### config.mk
export PLATFORM = sky130hd
export DESIGN_NAME = bus_master_arb
export DESIGN_NICKNAME = d
export VERILOG_FILES = /design/src/rtl/bus_master_arb.sv
export SDC_FILE = /design/constraint.sdc
export NUM_CORES = 1
export LEC_CHECK = 0
export ABC_CLOCK_PERIOD_IN_PS = 3100
export BUFFER_PORTS_ARGS = -buffer_cell sky130_fd_sc_hd__buf_2
export CAP_MARGIN = 40
export CELL_PAD_IN_SITES_DETAIL_PLACEMENT = 2
export CELL_PAD_IN_SITES_GLOBAL_PLACEMENT = 2
export CORE_ASPECT_RATIO = 1.75
export CORE_MARGIN = 1
export CORE_UTILIZATION = 35
export DETAILED_ROUTE_END_ITERATION = 10
export PLACE_DENSITY_LB_ADDON = 0.1
export SLEW_MARGIN = 20
export SYNTH_ARGS = -nofsm -noshare
export SYNTH_HDL_FRONTEND = slang
export SYNTH_SLANG_ARGS = --single-unit
### constraint.sdc
create_clock -name cpuclk -period 3.1 [get_ports cpuclk]
set_input_delay 0.62 -clock cpuclk [delete_from_list [all_inputs] [get_ports cpuclk]]
set_output_delay 0.62 -clock cpuclk [all_outputs]
set_load 0.005 [all_outputs]
### src/rtl/bus_master_arb.sv
// bus_master_arb: round-robin arbiter that hands the 68000 bus to FPGA-internal masters via BR/BG/BGACK
//   cpuclk, rst_n   : clock (rising edge), asynchronous active-low reset
//   arb_en          : arbiter enable
//   req / gnt       : per-requester level request / registered one-hot grant
//   bus_own         : OR of gnt
//   owner_id        : index of the last/current winner
//   br_n, bgack_n   : 68000 bus request / grant acknowledge (outputs)
//   bg_n, as_n      : 68000 bus grant / address strobe (asynchronous inputs)
//   err_clr, bg_err : clear pulse / sticky grant-timeout flag
//   tenure_exp      : one-cycle pulse when an owner is forcibly released
// Optional watchdog enabled by macro BUS_ARB_WATCHDOG_EN; without it bg_err and tenure_exp are tied low.
module bus_master_arb #(
    parameter int NREQ       = 3,
    parameter int OWNER_W    = 3,
    parameter int BG_TIMEOUT = 255,
    parameter int MAX_TENURE = 1024
) (
    input  logic               cpuclk,
    input  logic               rst_n,
    input  logic               arb_en,
    input  logic [NREQ-1:0]    req,
    output logic [NREQ-1:0]    gnt,
    output logic               bus_own,
    output logic [OWNER_W-1:0] owner_id,
    output logic               br_n,
    input  logic               bg_n,
    input  logic               as_n,
    output logic               bgack_n,
    input  logic               err_clr,
    output logic               bg_err,
    output logic               tenure_exp
);
    typedef enum logic [2:0] {IDLE, REQ, WAIT_AS, OWN, RELEASE} state_t;
    state_t             state;
    logic [1:0]         bg_sync, as_sync;
    logic               bg_s, as_s;
    logic [OWNER_W-1:0] rr, win_id;
    logic [NREQ-1:0]    win_oh, own_oh;
    logic               bg_to, ten_to, own_req;
    assign bg_s    = bg_sync[1];
    assign as_s    = as_sync[1];
    assign own_req = |(req & own_oh);
    // First set request searching upward from rr+1; smallest offset is assigned last and wins.
    always_comb begin
        win_id = '0;
        win_oh = '0;
        for (int i = NREQ; i >= 1; i--)
            for (int j = 0; j < NREQ; j++)
                if (req[j] && j == (int'(rr) + i) % NREQ) begin
                    win_id = OWNER_W'(j);
                    win_oh = NREQ'(1) << j;
                end
    end
`ifdef BUS_ARB_WATCHDOG_EN
    localparam int CW = $clog2((BG_TIMEOUT > MAX_TENURE ? BG_TIMEOUT : MAX_TENURE) + 1);
    logic [CW-1:0] cnt;
    assign bg_to  = state == REQ && cnt == CW'(BG_TIMEOUT - 1);
    assign ten_to = state == OWN && cnt == CW'(MAX_TENURE - 1);
    // IDLE and WAIT_AS always last at least one cycle, so the counter is zero on entry to REQ/OWN.
    always_ff @(posedge cpuclk or negedge rst_n)
        if (!rst_n) begin
            cnt        <= '0;
            bg_err     <= 1'b0;
            tenure_exp <= 1'b0;
        end else begin
            cnt        <= (state == REQ || state == OWN) ? cnt + 1'b1 : '0;
            bg_err     <= (bg_to && bg_s && arb_en) || (bg_err && !err_clr);
            tenure_exp <= ten_to && own_req;
        end
`else
    logic unused_wd;
    assign unused_wd  = err_clr ^ (BG_TIMEOUT > 0) ^ (MAX_TENURE > 0);
    assign bg_to      = 1'b0;
    assign ten_to     = 1'b0;
    assign bg_err     = 1'b0;
    assign tenure_exp = 1'b0;
`endif
    always_ff @(posedge cpuclk or negedge rst_n)
        if (!rst_n) begin
            state    <= IDLE;
            bg_sync  <= '1;
            as_sync  <= '1;
            rr       <= OWNER_W'(NREQ - 1);
            own_oh   <= '0;
            gnt      <= '0;
            bus_own  <= 1'b0;
            owner_id <= '0;
            br_n     <= 1'b1;
            bgack_n  <= 1'b1;
        end else begin
            bg_sync <= {bg_sync[0], bg_n};
            as_sync <= {as_sync[0], as_n};
            case (state)
                IDLE:
                    if (arb_en && |req) begin
                        state    <= REQ;
                        owner_id <= win_id;
                        own_oh   <= win_oh;
                        br_n     <= 1'b0;
                    end
                REQ:
                    if (!bg_s)
                        state <= WAIT_AS;
                    else if (!arb_en || bg_to) begin
                        state <= IDLE;
                        br_n  <= 1'b1;
                        rr    <= bg_to ? owner_id : rr;
                    end
                WAIT_AS:
                    if (as_s) begin
                        state   <= OWN;
                        bgack_n <= 1'b0;
                        br_n    <= 1'b1;
                        gnt     <= own_oh;
                        bus_own <= 1'b1;
                        rr      <= owner_id;
                    end
                OWN:
                    if (!own_req || ten_to) begin
                        state   <= RELEASE;
                        gnt     <= '0;
                        bus_own <= 1'b0;
                        bgack_n <= 1'b1;
                    end
                default:
                    state <= IDLE;
            endcase
        end
endmodule

==> impl_metrics.yaml <==
outcome:
  run_status: "finished clean"
placement:
  port_buffers: 15
  gp_congestion: 0.739
  dp_hpwl_mm: 1.63
  place_area_um2: 972
  placedCellCount: 121
clock_tree:
  postCtsHoldBufs: 0
  clkTransAtPathRegs_ns: 0.07
  cts_resized: 0
  cts_root_buf: "clkbuf_8"
  cts_tree: "yes"
  h-tree-depth: 1
  cts.sinks: 18
  postCtsSetupBuffers: 0
  cts_buffers: 3
  clk_latency_ns: 0.25
  cts_buffer_depth: 2
worst_setup_path:
  crit_family: "compound AO/OA/AOI/OAI gates"
  crit_fanout: 6
  crit_slowest_cell: "o31ai_1"
  path_depth: 4
  end_kind: "register"
  critPathBufInv: 1
  r2r_cells: 3
  reg2reg_from: "state[1]"
  reg2reg_to: "own_oh[0]"
  crit_path_end: "owner_id[1]"
  path_cells: "buf_2, o31ai_1, or2_4, o31ai_1"
  startpoint_type: "primary input"
  crit_path_start: "req[1]"
  rrSetupSlack_ns: 1.50
  crit_top_cell: "o31ai_1"
  max_stage_delay_ns: 0.67
  cp.required_ns: 3.23
  worstPathArrival_ns: 1.77
  worstSetupPathType: "primary input to register"
timing:
  period_needed_ns: 1.64
  fin_tns_setup_ns: 0
  clock_skew_ns: 0.00310
  fin_crit_sh: 0.529
  fmax_mhz: 609
  drv_slew: 0
  tightest_slew_ns: 0.759
  setup_viol: 0
  whs_ns: 0.288
  rsz0062_at_grt: "no"
  maxSlewHeadroom: 0.490
  hold_viol_final: 0
layout:
  n_fill_cell: 289
  fin_area_um2: 1020
  regArea_um2: 459
  diodes: 0
  finalNetCount: 111
  instances_no_fill: 125
  area_growth_pct: 12.1
  multi_input_area_um2: 387
  drive_gt1_frac: 0.343
synth:
  yosysSeqAreaShare: 0.506
  synth_top_area_cell: "dfrtp_1"
  synth_top_area_share: 0.303
  ys_types: 35
  synth_enable_flop_cells: 0
  synth.area.mux_share: 0
  syn_inst: 85
  syn-cell-area_um2: 907
  synth-xor-area-share: 0
  synth_top_family_by_area: "compound AO/OA/AOI/OAI gates"
  yosys.area_share.simple: 0.174
  synth_compound_area_frac: 0.212
  yosysWarningCount: 0
  syn_area_per_cell_um2: 10.7
  async_reset_ff_frac: 1.00
  synth_top_flop_cell: "dfrtp_1"
  ys_seq_elements: 18
  synthAdderAreaFrac: 0.0276
  synthTopCellsByArea: "dfrtp_1, dfstp_2, o21ai_0, buf_4, nand2_1"
global_routing:
  grt_first_pass_wirelength_mm: 3.52
  antenna_found_initial: 0
  overflow: 0
  grt_pass1_vias: 764
  grt_max_degree: 19
  track_usage: 0.181
routing:
  wl_met3_um: 43
  met1_length_um: 816
  dr.max_layer_used: "met4"
  routed_wl_mm: 2.10
  drc: 0
  via_per_inst: 5.52
  wl_per_cell_um: 16.8
  wl_met2_mm: 1.18
  final_antenna_net_count: 0
  dr.pass1.iters: 2
  first_iter_violations: 15
  vias: 690
floorplanning:
  fp.dieH_um: 69.3
  boundaryPins: 20
  rows: 24
  core_um2: 2460
  start_util: 0.368
  dieArea_um2: 2810
  die_w_um: 40.5
power:
  peakVddDrop_v: 0.000432
  p_per_area_nw_per_um2: 942
  leakagePower_nw: 0.454
flow_run:
  cap_violations: 0
hold_path:
  hp-class: "primary input to async pin"
[registers in the layout, indices dropped and copies added (netlist names)]
name and count:
rr 2, bgack_n 1, gnt 3, as_sync 2, own_oh 2, bus_own 1, state 3, bg_sync 2
br_n 1, owner_id 1
[cells by family (layout without fill, tap and decap cells)]
family / Yosys count / count (layout)
other: 1 / 3
adder cells (fa/ha/maj): 2 / 2
buffers and inverters: 12 / 24
flip-flops: 18 / 18
AND/OR/NAND/NOR: 24 / 24
AO/OA/AOI/OAI: 28 / 28
[cell type report]
| type | instances | share of cell area |
|---|---|---|
| Sequential cell | 18 | 0.451 |
| Multi-Input combinational cell | 57 | 0.380 |
| Timing Repair Buffer | 15 | 0.0738 |
| Clock buffer | 4 | 0.0443 |
| Tap cell | 26 | 0.0320 |
| Inverter | 5 | 0.0185 |
[Yosys cell counts, types with 2 or more instances]
cell	count
inv_1	5
nand2_1	10
buf_4	6
nand3_1	2
ha_1	2
o21ai_0	11
dfrtp_1	11
nor2_1	2
dfstp_2	7
o22ai_1	2
a21oi_1	2
o31ai_1	2
[placed cells by master, fill, tap and decap left out, drive strengths merged]
| cell type | count |
|---|---|
| buf | 15 |
| o21ai | 12 |
| dfrtp | 11 |
| nand2 | 10 |
| dfstp | 7 |
| inv | 5 |
| clkbuf | 4 |
| conb | 3 |
| nand3 | 2 |
| o31ai | 2 |
| o22ai | 2 |
| a21oi | 2 |
| nor2 | 2 |
| ha | 2 |
| nor4b | 2 |
| a21bo | 1 |
| a22o | 1 |
| o2bb2ai | 1 |
| a211o | 1 |
| nor2b | 1 |
| o21ba | 1 |
| o221ai | 1 |
| or3 | 1 |
| or2 | 1 |
| nor3 | 1 |
| o41ai | 1 |
| nand4bb | 1 |
| and4bb | 1 |
| a31oi | 1 |
| o21a | 1 |
| and2 | 1 |
| o31a | 1 |
| or3b | 1 |
[per-layer routing]
layer	vias to the layer above	global-route usage
li1	325	-
met1	346	0.192
met2	13	0.305
met3	6	0.0288
met4	0	0.100
met5	-	0
[where the power goes]
part	internal (mW)	switching [mW]
Sequential	0.331	0.0897
Clock	0.0912	0.0733
Combinational	0.187	0.185
[stage by stage]
step           worst slack [ns]  utilization  power, mW
2_1_floorplan              1.62            -      0.692
3_3_place_gp               1.28        0.395      0.785
3_5_place_dp               1.19        0.395      0.809
4_1_cts                    1.44        0.413      0.982
5_1_grt                    1.39        0.413       1.04
6_report                   1.46        0.413      0.958
[how the worst min path moves through the flow]
stage                          start  slack (ns)          to
after floorplan                rst_n        0.32     bus_own
after global placement    as_sync[0]        0.35  as_sync[1]
after detailed placement  as_sync[0]        0.35  as_sync[1]
after CTS                      rst_n        0.30       rr[0]
after global routing           rst_n        0.32      gnt[1]
final                          rst_n        0.29      gnt[2]
(Power assumes the default switching activity.)
